$ cat config.mk
export PLATFORM = sky130hd
export DESIGN_NAME = strided_mover
export DESIGN_NICKNAME = d
export VERILOG_FILES = /design/src/rtl/strided_mover_pkg.sv /design/src/rtl/mover_fifo.sv /design/src/rtl/strided_mover.sv
export SDC_FILE = /design/constraint.sdc
export NUM_CORES = 1
export LEC_CHECK = 0
export CORE_MARGIN = 3
export CORE_UTILIZATION = 45
export DETAILED_ROUTE_END_ITERATION = 16
export DONT_BUFFER_PORTS = 1
export SYNTH_ARGS = -nofsm -noshare
export SYNTH_HDL_FRONTEND = slang
export SYNTH_SLANG_ARGS = --single-unit
$ cat constraint.sdc
create_clock -name clk -period 5.5 [get_ports clk]
set_clock_uncertainty 0.2 [all_clocks]
set_input_delay 0 -clock clk [delete_from_list [all_inputs] [get_ports clk]]
set_output_delay 0 -clock clk [all_outputs]
set_load 0.02 [all_outputs]
$ cat src/rtl/strided_mover_pkg.sv
// Shared types and sizing helpers for the strided_mover block.
package strided_mover_pkg;

  typedef enum logic [1:0] {
    IDLE,
    RUN,
    DRAIN,
    DONE
  } state_t;

  localparam int unsigned DEF_MAX_OUTSTANDING = 4;
  localparam int unsigned CNT_W = $clog2(DEF_MAX_OUTSTANDING) + 1;

  // Counter width able to hold 0..depth inclusive.
  function automatic int unsigned cnt_width(input int unsigned depth);
    return $clog2(depth) + 1;
  endfunction

endpackage

$ cat src/rtl/mover_fifo.sv
// Return-data FIFO: registered storage, combinational head, push and pop may coincide.
module mover_fifo
  import strided_mover_pkg::*;
#(
  parameter int unsigned DATA_WIDTH = 32,
  parameter int unsigned DEPTH      = DEF_MAX_OUTSTANDING
) (
  input  logic                    clk,
  input  logic                    rst_n,
  input  logic                    push_i,
  input  logic [DATA_WIDTH-1:0]   din_i,
  input  logic                    pop_i,
  output logic [DATA_WIDTH-1:0]   dout_o,
  output logic [$clog2(DEPTH):0]  count_o,
  output logic                    empty_o
);

  localparam int unsigned PW = $clog2(DEPTH);
  localparam int unsigned CW = PW + 1;

  logic [DATA_WIDTH-1:0] mem_q [DEPTH];
  logic [PW-1:0]         wptr_q, wptr_d;
  logic [PW-1:0]         rptr_q, rptr_d;
  logic [CW-1:0]         count_q, count_d;

  always_comb begin
    wptr_d  = wptr_q;
    rptr_d  = rptr_q;
    count_d = count_q;
    if (push_i) wptr_d = wptr_q + PW'(1);
    if (pop_i)  rptr_d = rptr_q + PW'(1);
    unique case ({push_i, pop_i})
      2'b10:   count_d = count_q + CW'(1);
      2'b01:   count_d = count_q - CW'(1);
      default: count_d = count_q;
    endcase
  end

  always_ff @(posedge clk or negedge rst_n) begin
    if (!rst_n) begin
      wptr_q  <= '0;
      rptr_q  <= '0;
      count_q <= '0;
    end else begin
      wptr_q  <= wptr_d;
      rptr_q  <= rptr_d;
      count_q <= count_d;
    end
  end

  always_ff @(posedge clk) begin
    if (push_i) mem_q[wptr_q] <= din_i;
  end

  assign dout_o  = mem_q[rptr_q];
  assign count_o = count_q;
  assign empty_o = (count_q == '0);

endmodule

$ cat src/rtl/strided_mover.sv
// Pipelined strided copy engine between two TwoPortBuffers, credit-limited read issue.
// Optional constant-fill mode is compiled in with STRIDED_MOVER_FILL_EN.
module strided_mover
  import strided_mover_pkg::*;
#(
  parameter int unsigned ADDR_WIDTH      = 8,
  parameter int unsigned DATA_WIDTH      = 32,
  parameter int unsigned LEN_WIDTH       = 8,
  parameter int unsigned MAX_OUTSTANDING = 4
) (
  input  logic                  clk,
  input  logic                  rst_n,
  input  logic                  start,
  input  logic                  abort,
  input  logic [ADDR_WIDTH-1:0] src_base_addr,
  input  logic [ADDR_WIDTH-1:0] dst_base_addr,
  input  logic [ADDR_WIDTH-1:0] src_stride,
  input  logic [ADDR_WIDTH-1:0] dst_stride,
  input  logic [LEN_WIDTH-1:0]  num_words,
  input  logic                  fill_mode,
  input  logic [DATA_WIDTH-1:0] fill_value,
  output logic                  busy,
  output logic                  done,
  output logic                  aborted,
  output logic                  err,
  output logic [ADDR_WIDTH-1:0] src_rd_addr,
  output logic                  src_rd_csb,
  input  logic [DATA_WIDTH-1:0] src_rd_dout,
  input  logic                  src_rd_dout_vld,
  output logic [ADDR_WIDTH-1:0] dst_wr_addr,
  output logic [DATA_WIDTH-1:0] dst_wr_din,
  output logic                  dst_wr_csb
);

  localparam int unsigned   CW      = cnt_width(MAX_OUTSTANDING);
  localparam logic [CW-1:0] CREDITS = CW'(MAX_OUTSTANDING);

  state_t                state_q, state_d;
  logic [ADDR_WIDTH-1:0] src_addr_q, src_addr_d;
  logic [ADDR_WIDTH-1:0] dst_addr_q, dst_addr_d;
  logic [ADDR_WIDTH-1:0] src_stride_q, src_stride_d;
  logic [ADDR_WIDTH-1:0] dst_stride_q, dst_stride_d;
  logic [LEN_WIDTH-1:0]  num_q, num_d;
  logic [LEN_WIDTH-1:0]  issued_q, issued_d;
  logic [LEN_WIDTH-1:0]  written_q, written_d;
  logic [CW-1:0]         outstanding_q, outstanding_d;
  logic                  err_q, err_d;
  logic                  aborted_q, aborted_d;
  logic                  quiet_q, quiet_d;

  logic                  start_acc, rd, wr, pop, vld_ok;
  logic [DATA_WIDTH-1:0] wdata;
  logic [DATA_WIDTH-1:0] fifo_head;
  logic [CW-1:0]         fifo_count;
  logic                  fifo_empty;

`ifdef STRIDED_MOVER_FILL_EN
  logic                  fill_q;
  logic [DATA_WIDTH-1:0] fill_val_q;

  always_ff @(posedge clk or negedge rst_n) begin
    if (!rst_n) begin
      fill_q     <= 1'b0;
      fill_val_q <= '0;
    end else if (start_acc) begin
      fill_q     <= fill_mode;
      fill_val_q <= fill_value;
    end
  end
`else
  logic                  fill_q;
  logic [DATA_WIDTH-1:0] fill_val_q;
  logic                  unused_fill;

  assign fill_q      = 1'b0;
  assign fill_val_q  = '0;
  assign unused_fill = ^{fill_mode, fill_value};
`endif

  mover_fifo #(
    .DATA_WIDTH (DATA_WIDTH),
    .DEPTH      (MAX_OUTSTANDING)
  ) u_fifo (
    .clk     (clk),
    .rst_n   (rst_n),
    .push_i  (vld_ok),
    .din_i   (src_rd_dout),
    .pop_i   (pop),
    .dout_o  (fifo_head),
    .count_o (fifo_count),
    .empty_o (fifo_empty)
  );

  always_comb begin
    state_d       = state_q;
    src_addr_d    = src_addr_q;
    dst_addr_d    = dst_addr_q;
    src_stride_d  = src_stride_q;
    dst_stride_d  = dst_stride_q;
    num_d         = num_q;
    issued_d      = issued_q;
    written_d     = written_q;
    err_d         = err_q;
    aborted_d     = aborted_q;
    quiet_d       = quiet_q;
    start_acc     = 1'b0;
    rd            = 1'b0;
    wr            = 1'b0;
    pop           = 1'b0;
    wdata         = '0;

    // Responses with no read in flight are flagged, except stragglers after reset.
    vld_ok = src_rd_dout_vld && (outstanding_q != '0);
    if (src_rd_dout_vld && (outstanding_q == '0) && !quiet_q) err_d = 1'b1;

    unique case (state_q)
      IDLE: begin
        if (start) begin
          start_acc    = 1'b1;
          src_addr_d   = src_base_addr;
          dst_addr_d   = dst_base_addr;
          src_stride_d = src_stride;
          dst_stride_d = dst_stride;
          num_d        = num_words;
          issued_d     = '0;
          written_d    = '0;
          err_d        = 1'b0;
          aborted_d    = 1'b0;
          quiet_d      = 1'b0;
          state_d      = RUN;
        end
      end
      RUN: begin
        if (abort) begin
          aborted_d = 1'b1;
          state_d   = DRAIN;
        end else begin
          if (fill_q) begin
            wr    = (written_q != num_q);
            wdata = fill_val_q;
          end else begin
            pop   = !fifo_empty;
            wr    = pop;
            wdata = fifo_head;
            // A head popped this cycle frees its credit for a same-cycle issue.
            rd    = (issued_q != num_q) &&
                    ((outstanding_q + fifo_count - CW'(pop)) < CREDITS);
          end
          if ((written_q + LEN_WIDTH'(wr)) == num_q) state_d = DONE;
        end
      end
      DRAIN: begin
        pop = !fifo_empty;
        if ((outstanding_q == '0) && (fifo_count == '0)) state_d = DONE;
      end
      DONE: begin
        state_d = IDLE;
      end
    endcase

    if (rd) begin
      issued_d   = issued_q + LEN_WIDTH'(1);
      src_addr_d = src_addr_q + src_stride_q;
    end
    if (wr) begin
      written_d  = written_q + LEN_WIDTH'(1);
      dst_addr_d = dst_addr_q + dst_stride_q;
    end
    outstanding_d = outstanding_q + CW'(rd) - CW'(vld_ok);
  end

  always_ff @(posedge clk or negedge rst_n) begin
    if (!rst_n) begin
      state_q       <= IDLE;
      src_addr_q    <= '0;
      dst_addr_q    <= '0;
      src_stride_q  <= '0;
      dst_stride_q  <= '0;
      num_q         <= '0;
      issued_q      <= '0;
      written_q     <= '0;
      outstanding_q <= '0;
      err_q         <= 1'b0;
      aborted_q     <= 1'b0;
      quiet_q       <= 1'b1;
    end else begin
      state_q       <= state_d;
      src_addr_q    <= src_addr_d;
      dst_addr_q    <= dst_addr_d;
      src_stride_q  <= src_stride_d;
      dst_stride_q  <= dst_stride_d;
      num_q         <= num_d;
      issued_q      <= issued_d;
      written_q     <= written_d;
      outstanding_q <= outstanding_d;
      err_q         <= err_d;
      aborted_q     <= aborted_d;
      quiet_q       <= quiet_d;
    end
  end

  assign busy        = (state_q == RUN) || (state_q == DRAIN);
  assign done        = (state_q == DONE);
  assign aborted     = done && aborted_q;
  assign err         = err_q;
  assign src_rd_addr = src_addr_q;
  assign src_rd_csb  = !rd;
  assign dst_wr_addr = dst_addr_q;
  assign dst_wr_din  = wdata;
  assign dst_wr_csb  = !wr;

endmodule
==> impl_metrics.tcl, run 1 <==
set metrics [dict create \
    status "completed" \
    cpMaxStageDelayCell "dfrtp_1" \
    drtAntennaViolNets 0 \
    syn-num-nets 789 \
    root_buffer "clkbuf_16" \
    viasPerCell 5.34 \
    drive_above_1_share_pct 15.0 \
    placed_cells 885 \
    hold_viol 0 \
    slowest_delay_ps 410 \
    min_path_type "input port to register" \
    clock_latency_ps 430 \
    fin_crit_sh_pct 73.2 \
    drt_wl_total_um 18000 \
    ys_ff_latch 199 \
    multiInputGateArea_um2 3270 \
    drcViolationCount 0 \
    cts.clk_slew.worst_paths_ps 80 \
    rsz0062_at_grt "false" \
    fin_tns_setup_ps 0 \
    ys.flop_type "edfxtp_1" \
    clock-sinks 199 \
    cts_tree "done" \
    dieArea_um2 22000 \
    syn_inst 643 \
    yosysWarningCount 0 \
    htree_levels 4 \
    via_count 5319 \
    setup_violations 0 \
    critical_path.n_buffers_inverters 5 \
    p_total_uw 5680 \
    worst-path-max-fanout 35 \
    post-synth-top-count-cell "edfxtp_1" \
    grt_first_pass_wirelength_um 29500 \
    finalMaxSlewViolations 0 \
    detail_route.first_pass.iterations 4 \
    max_cap_viol_count 0 \
    seqCellArea_um2 5620 \
    io_pins 164 \
    p_leak_uw 0.00414 \
    syn_area_um2 9120 \
    antenna_found_initial 1 \
    path_class "register to register" \
    worstMarginPinSlew_ps 1100 \
    die_x_um 148 \
    max_clock_freq_mhz 248 \
    synth_edf_count 128 \
    initial_utilization_pct 46.3 \
    async_flop_share_pct 35.7 \
    fill_cells 1578 \
    num_rows 51 \
    seq_area_frac_synth_pct 61.6 \
    numPortBuffers 0 \
    period_needed_ps 4030 \
    holdWs_ps 36.9 \
    synth_cell_types 52 \
    synth_area_leaders "edfxtp_1 42%, dfrtp_1 19%, mux4_2 7.9%, ha_1 4.4%, mux2_2 3.7%" \
    synth_common_cells "128 x edfxtp_1, 70 x dfrtp_1, 39 x and2_1" \
    yosys.area.top_type "edfxtp_1" \
    area_growth_pct 18.6 \
    cp_top_family "adder cells" \
    syn_avg_cell_area_um2 14.2 \
    crit_arrival_ps 4190 \
    startpoint_type "register" \
    peakVddDrop_mv 0.275 \
    worstPathCellList "nor3_1 > inv_1 > ha_1 > inv_1 > ha_1 > and3b_1 > or3_1 > a221o_1 > buf_4 > ha_1 > inv_1 > ha_1 > inv_1 > fa_1 > xnor2_1 > xnor2_1" \
    grt_use_total_pct 17.1 \
    die_h_um 148 \
    wl_per_cell_um 18.1 \
    grt_pass1_vias 5563 \
    layout.cells.non_filler 997 \
    post-dp-hpwl_um 11400 \
    numCtsBuffers 17 \
    clk_path_buf_depth 2 \
    slew_headroom_pct 26.1 \
    p_per_area_nw_per_um2 525 \
    end_kind "register" \
    grt_start_max_net_pins 71 \
    place_congestion 0.763 \
    core-area_um2 19700 \
    drtIter0Drc 362 \
    synth_top_area_share_pct 42.1 \
    nNetsFinal 864 \
    overflow 0 \
    cp_data_required_time_ps 5660 \
]
-- where the power goes --
part	internal (µW)	switching (µW)
logic	963	1060
registers	2020	360
clock network	654	617
total	3640	2040
-- worst reg2reg max path, delay by kind of cell, from the launching register on --
family	cells	cell delay (ps)
fa+ha+maj	5	1260
simple gates	3	900
buf+inv	5	540
flops	1	410
compound gates	1	340
xor+xnor	2	320
-- through the flow --
stage          utilization [%]  instance area, µm²  setup WS, ps
2_1_floorplan                -                9120          1520
3_3_place_gp              47.6                9390          1520
3_5_place_dp              47.6                9390          1450
4_1_cts                   54.9               10800          1430
5_1_grt                   54.9               10800          1130
6_report                  54.9               10800          1470
-- what timing repair did --
item                                   CTS  global route
resized for setup                        0             0
buffers inserted                         0             0
endpoints found under the hold margin  258             0
hold buffers                            79             0
-- sequential cells by signal, indices dropped and copies added, names as in the netlist --
signal          cells
outstanding_q       3
issued_q            8
state_q             2
quiet_q             1
num_q               8
dst_wr_addr         8
written_q           8
u_fifo.wptr_q       2
src_rd_addr         8
err                 1
dst_stride_q        8
u_fifo.count_o      3
u_fifo.mem_q      128
u_fifo.rptr_q       2
aborted_q           1
src_stride_q        8
-- cell families after synthesis --
group           after synthesis  synth area share (%)
compound gates               90                  5.83
simple gates                153                  8.89
mux                          69                  12.4
xor+xnor                     33                  3.33
buf+inv                      63                  2.69
fa+ha+maj                    36                  5.27
flops                       199                  61.6
-- final timing paths --
check	depth (start not counted)	end	start	slack, ps
hold / removal	2	src_stride_q[2]	src_stride[2]	40
min in group asynchronous	3	quiet_q	rst_n	600
setup / recovery	16	outstanding_q[2]	u_fifo.count_o[2]	1470
hold reg to reg	2	quiet_q	quiet_q	260
setup reg to reg	16	outstanding_q[2]	u_fifo.count_o[2]	1470
max in group asynchronous	4	u_fifo.rptr_q[0]	rst_n	4140
-- per-layer routing --
layer	share of wire [%]	vias to the layer above	global-route usage, %
met1	44	2697	23.0
met2	50	86	28.2
met3	4.5	11	4.02
met4	0.98	0	4.71
met5	0	-	0
li1	-	2525	-
-- cells in the final DEF (no fill, tap or decap), types with 5 or more instances in the layout --
cell type,netlist,layout
edfxtp_1,128,128
dlygate4sd3_1,0,77
dfrtp_1,70,69
o21ai_0,38,38
inv_1,35,35
and2_1,39,35
mux4_2,32,32
ha_1,32,32
nor2_1,30,30
mux2_2,30,30
nand2_1,29,28
a21oi_1,19,19
xor2_1,18,18
clkbuf_16,0,17
xnor2_1,14,14
nand3_1,9,9
and3_1,8,8
nand2b_1,7,7
mux2i_1,7,7
nor2b_1,7,6
a211oi_1,5,5
nor3b_1,5,5
buf_4,0,5
-- area by class of cell --
type	count	share of cell area, %
clock inverter	15	1.65
antenna	1	0.0231
inverter	35	1.21
tap	265	3.06
timing repair buffer	84	7.98
clock buffer	17	3.93
sequential	199	52.0
multi-input combinational	381	30.2
Note: power is estimated with default switching activity, not from simulation.
==> inputs of run 2 (changes only) <==
- clock period: 5.5 -> 3.3 ns (I/O delays scaled with it)
==> impl_metrics.tcl, run 2 (synthesis results as in run 1) <==
set metrics [dict create \
    placed_cells 896 \
    fin_tns_setup_ps -55.9 \
    largest_register "u_fifo.mem_q" \
    drcViolationCount 0 \
    overflow 0 \
    grt_use_total_pct 17.2 \
    drive_above_1_share_pct 18.5 \
    worst-path-max-fanout 2 \
    period_needed_ps 3360 \
    setup_violations 1 \
    worstMarginPinSlew_ps 905 \
    area_growth_pct 20.7 \
    cts.clk_slew.worst_paths_ps 80 \
    clk_path_buf_depth 2 \
    p_per_area_nw_per_um2 878 \
    holdWs_ps 12.4 \
    place_congestion 0.802 \
    final_area_um2 11000 \
    drtIter0Drc 342 \
    cp_data_required_time_ps 3420 \
    core-area_um2 19700 \
    antenna_cells 0 \
    wl_per_cell_um 18.1 \
    numCtsBuffers 17 \
    drt_wl_total_um 18300 \
    layout.cells.non_filler 1010 \
    crit_arrival_ps 3480 \
    p_leak_uw 0.00422 \
    numPortBuffers 0 \
    fin_crit_sh_pct 102 \
    viasPerCell 5.31 \
    min_path_type "input port to register" \
    die_h_um 148 \
    clock_latency_ps 440 \
    via_count 5365 \
    cts_tree "done" \
    max_clock_freq_mhz 298 \
    layout_commonest_cell "edfxtp_1" \
    max_cap_viol_count 0 \
    drtAntennaViolNets 0 \
    path_class "register to register" \
    root_buffer "clkbuf_16" \
    die_x_um 148 \
    grt_start_max_net_pins 71 \
    initial_utilization_pct 46.3 \
    antenna_found_initial 0 \
    largest_reg_flops 128 \
    post-dp-hpwl_um 11700 \
    finalMaxSlewViolations 0 \
    worst_slack_ps -55.9 \
    final_cell_mix "128 x edfxtp_1, 77 x dlygate4sd3_1, 68 x dfrtp_1, 38 x o21ai_0, 34 x and2_1" \
    dieArea_um2 22000 \
    violations "negative setup slack" \
    grt_pass1_vias 5647 \
    startpoint_type "register" \
    rsz0062_at_grt "true" \
    p_total_uw 9670 \
    grt_first_pass_wirelength_um 29600 \
    placed_area_um2 9530 \
    clock-sinks 199 \
    htree_levels 4 \
    nNetsFinal 878 \
    num_rows 51 \
    status "complete, but fails checks" \
    slew_headroom_pct 39.7 \
    hold_viol 0 \
    io_pins 164 \
    peakVddDrop_mv 0.401 \
    end_kind "register" \
    detail_route.first_pass.iterations 4 \
]
run 2: changes by cell type in the layout (fill, tap and decap cells not counted), sizes merged:
cell / change
bufinv: -1
diode: -1
clkinvlp: -2
inv: +2
clkinv: +1
buf: +14
run 2: stage by stage:
step	setup slack [ps]	utilization (%)
finish	-55.9	55.8
global route	-180	55.8
CTS	-34.1	55.6
detailed placement	-66.0	48.3
global placement	35.9	48.3
floorplan	-333	-
run 2: worst paths after layout:
kind	from	end	slack [ps]	depth (start not counted)
worst max register to register	u_fifo.count_o[2]	outstanding_q[2]	-60	15
worst min-delay path	start	dst_stride_q[1]	10	2
worst max-delay path	u_fifo.count_o[2]	outstanding_q[2]	-60	15
min in group asynchronous	rst_n	quiet_q	590	3
worst min register to register	quiet_q	quiet_q	270	2
max in group asynchronous	rst_n	u_fifo.rptr_q[0]	1960	4
run 2: repair_timing:
item,CTS,global route
setup endpoints to repair,1,6
gates resized for setup,2,5
hold buffers,78,1
hold endpoints to repair,256,1
setup buffers,1,2
pin swaps,1,6
run 2: per-layer routing:
| layer | routed length [µm] | GRT usage (%) |
|---|---|---|
| met2 | 9220 | 28.9 |
| met1 | 7890 | 21.8 |
| met5 | 0 | 0 |
| met3 | 939 | 5.61 |
| met4 | 246 | 4.57 |
run 2: report_power, final:
part | switching, µW | internal (µW) | total [µW]
Sequential | 691 | 3370 | 4060
Clock | 1040 | 1040 | 2080
Combinational | 1770 | 1760 | 3530
Total | 3500 | 6170 | 9670
run 2: critical path, cell delays in order, from the launching register on:
cell,delay [ps]
dfrtp_1,400
nor3_2,220
inv_1,90
ha_2,190
inv_2,60
ha_4,180
and3b_1,160
or3_1,310
a221o_1,410
ha_4,230
inv_2,60
ha_4,110
inv_2,30
fa_2,340
xnor2_2,140
xnor2_1,120
run 2: cell type report:
cell class              instances  area (µm²)
multi-input cells             381        3340
well taps                     265         332
repair buffers                 98         981
clock buffers                  17         425
inverters                      35         131
clock inverters                15         181
fillers                      1583        8710
flip-flops and latches        199        5620
==> inputs of run 3 (changes only) <==
- CORE_ASPECT_RATIO: default -> 1.4
- CORE_UTILIZATION: 45 -> 40
- GPL_TIMING_DRIVEN: default -> 0
==> impl_metrics.tcl, run 3 (synthesis results as in run 1) <==
set metrics [dict create \
    hold_path_startpoint "start" \
    grt_use_total_pct 16.8 \
    clk_path_buf_depth 2 \
    via_count 5534 \
    hold_viol 0 \
    clock-sinks 199 \
    max_clock_freq_mhz 279 \
    violations "negative setup slack" \
    slowest_delay_ps 430 \
    antenna_found_initial 0 \
    reg2reg_from "u_fifo.count_o[1]" \
    drtAntennaViolNets 0 \
    p_leak_uw 0.00424 \
    worst_slack_ps -281 \
    rsz0062_at_grt "true" \
    core-area_um2 22100 \
    overflow 0 \
    fin_crit_sh_pct 109 \
    place_congestion 0.859 \
    antenna_cells 0 \
    layout_commonest_cell "edfxtp_1" \
    peakVddDrop_mv 0.441 \
    worstMarginPinSlew_ps 903 \
    numPortBuffers 0 \
    area_growth_pct 22.2 \
    viasPerCell 5.20 \
    grt_pass1_vias 6243 \
    finalMaxSlewViolations 0 \
    period_needed_ps 3580 \
    cp_data_required_time_ps 3410 \
    cp.depth 16 \
    num_rows 64 \
    grt_start_max_net_pins 71 \
    cts.clk_slew.worst_paths_ps 70 \
    status "complete, but fails checks" \
    largest_reg_flops 128 \
    whs_endpoint "src_rd_addr[6]" \
    wl_per_cell_um 18.7 \
    root_buffer "clkbuf_16" \
    io_pins 164 \
    drt_wl_total_um 19900 \
    final_cell_mix "128 x edfxtp_1, 77 x dlygate4sd3_1, 68 x dfrtp_1, 38 x o21ai_0, 35 x and2_1" \
    nNetsFinal 900 \
    worstPathCellList "nor3_4 > inv_2 > buf_4 > buf_4 > buf_4 > buf_4 > buf_4 > buf_4 > ha_4 > ha_4 > and4b_1 > or4_1 > a21boi_1 > o2111ai_2 > a21oi_2 > mux2_4" \
    min_path_type "input port to register" \
    rrSetupSlack_ps -280 \
    dieArea_um2 24700 \
    holdPathStages 4 \
    setup_violations 4 \
    clock_latency_ps 430 \
    drive_above_1_share_pct 17.9 \
    die_h_um 185 \
    die_x_um 134 \
    cpMaxStageDelayCell "dfrtp_1" \
    drtIter0Drc 237 \
    cts_tree "done" \
    fin_tns_setup_ps -746 \
    path_class "register to register" \
    detail_route.first_pass.iterations 4 \
    crit_arrival_ps 3690 \
    largest_register "u_fifo.mem_q" \
    crit_top_cell "buf_4" \
    critical_path.n_buffers_inverters 7 \
    cp_top_family "simple AND/OR/NAND/NOR gates" \
    post-dp-hpwl_um 13200 \
    fill_cells 1944 \
    p_total_uw 9780 \
    r2r-end "state_q[1]" \
    slew_headroom_pct 39.8 \
    initial_utilization_pct 41.3 \
    htree_levels 4 \
    worst-path-max-fanout 4 \
    worst-r2r-cell-count 16 \
    startpoint_type "register" \
    holdWs_ps 36.2 \
    grt_first_pass_wirelength_um 32200 \
    p_per_area_nw_per_um2 877 \
    drcViolationCount 0 \
    max_cap_viol_count 0 \
    end_kind "register" \
    numCtsBuffers 17 \
]
## run 3: what timing repair did
action / CTS / global route
pin swaps: 5 / 7
gates resized for setup: 11 / 8
hold endpoints to repair: 254 / 0
cloned: 1 / 0
buffers inserted: 11 / 2
hold buffers: 79 / 0
setup endpoints to repair: 3 / 5
## run 3: stage by stage
stage          instances  cell area, µm²  setup WS, ps  util [%]
2_1_floorplan        643            9190          -333         -
3_3_place_gp         940            9560          -590      43.2
3_5_place_dp         940            9560          -649      43.3
4_1_cts             1063           11100          -337      50.3
5_1_grt             1064           11200          -406      50.5
6_report            1064           11200          -281      50.5
## run 3: cell type report
cell class                 count  area (µm²)  share of cell area [%]
sequential                   199        5620                    50.4
multi-input combinational    381        3370                    30.2
timing repair buffer          93         956                    8.57
clock buffer                  18         429                    3.85
tap                          297         372                    3.33
clock inverter                14         141                    1.27
inverter                      35         131                    1.18
buffer                        27         125                    1.12
## run 3: worst max-delay path by stage
stage / start / endpoint
CTS: u_fifo.count_o[1] / outstanding_q[2]
detailed placement: u_fifo.count_o[0] / outstanding_q[2]
finish: u_fifo.count_o[1] / state_q[1]
global placement: u_fifo.count_o[0] / outstanding_q[2]
floorplan: u_fifo.count_o[0] / outstanding_q[2]
global route: u_fifo.count_o[1] / state_q[1]
## run 3: tightest hold or removal path, delay by kind of cell
family | cells | cell delay [ps]
muxes | 1 | 230
AOI/OAI and AO/OA | 1 | 50
and+or+nand+nor | 2 | 340
## run 3: report_power, final
| part | switching, µW | internal (µW) |
|---|---|---|
| combinational | 2000 | 1820 |
| clock | 957 | 1070 |
| sequential | 557 | 3380 |
| total | 3520 | 6270 |
## run 3: routing by layer
metal,track usage (%),part of all wire (%),vias to the layer above
met5,0,0,-
met4,4.78,1.2,0
met3,5.52,5.7,25
met2,31.8,55,127
met1,17.9,38,2795
li1,-,-,2587
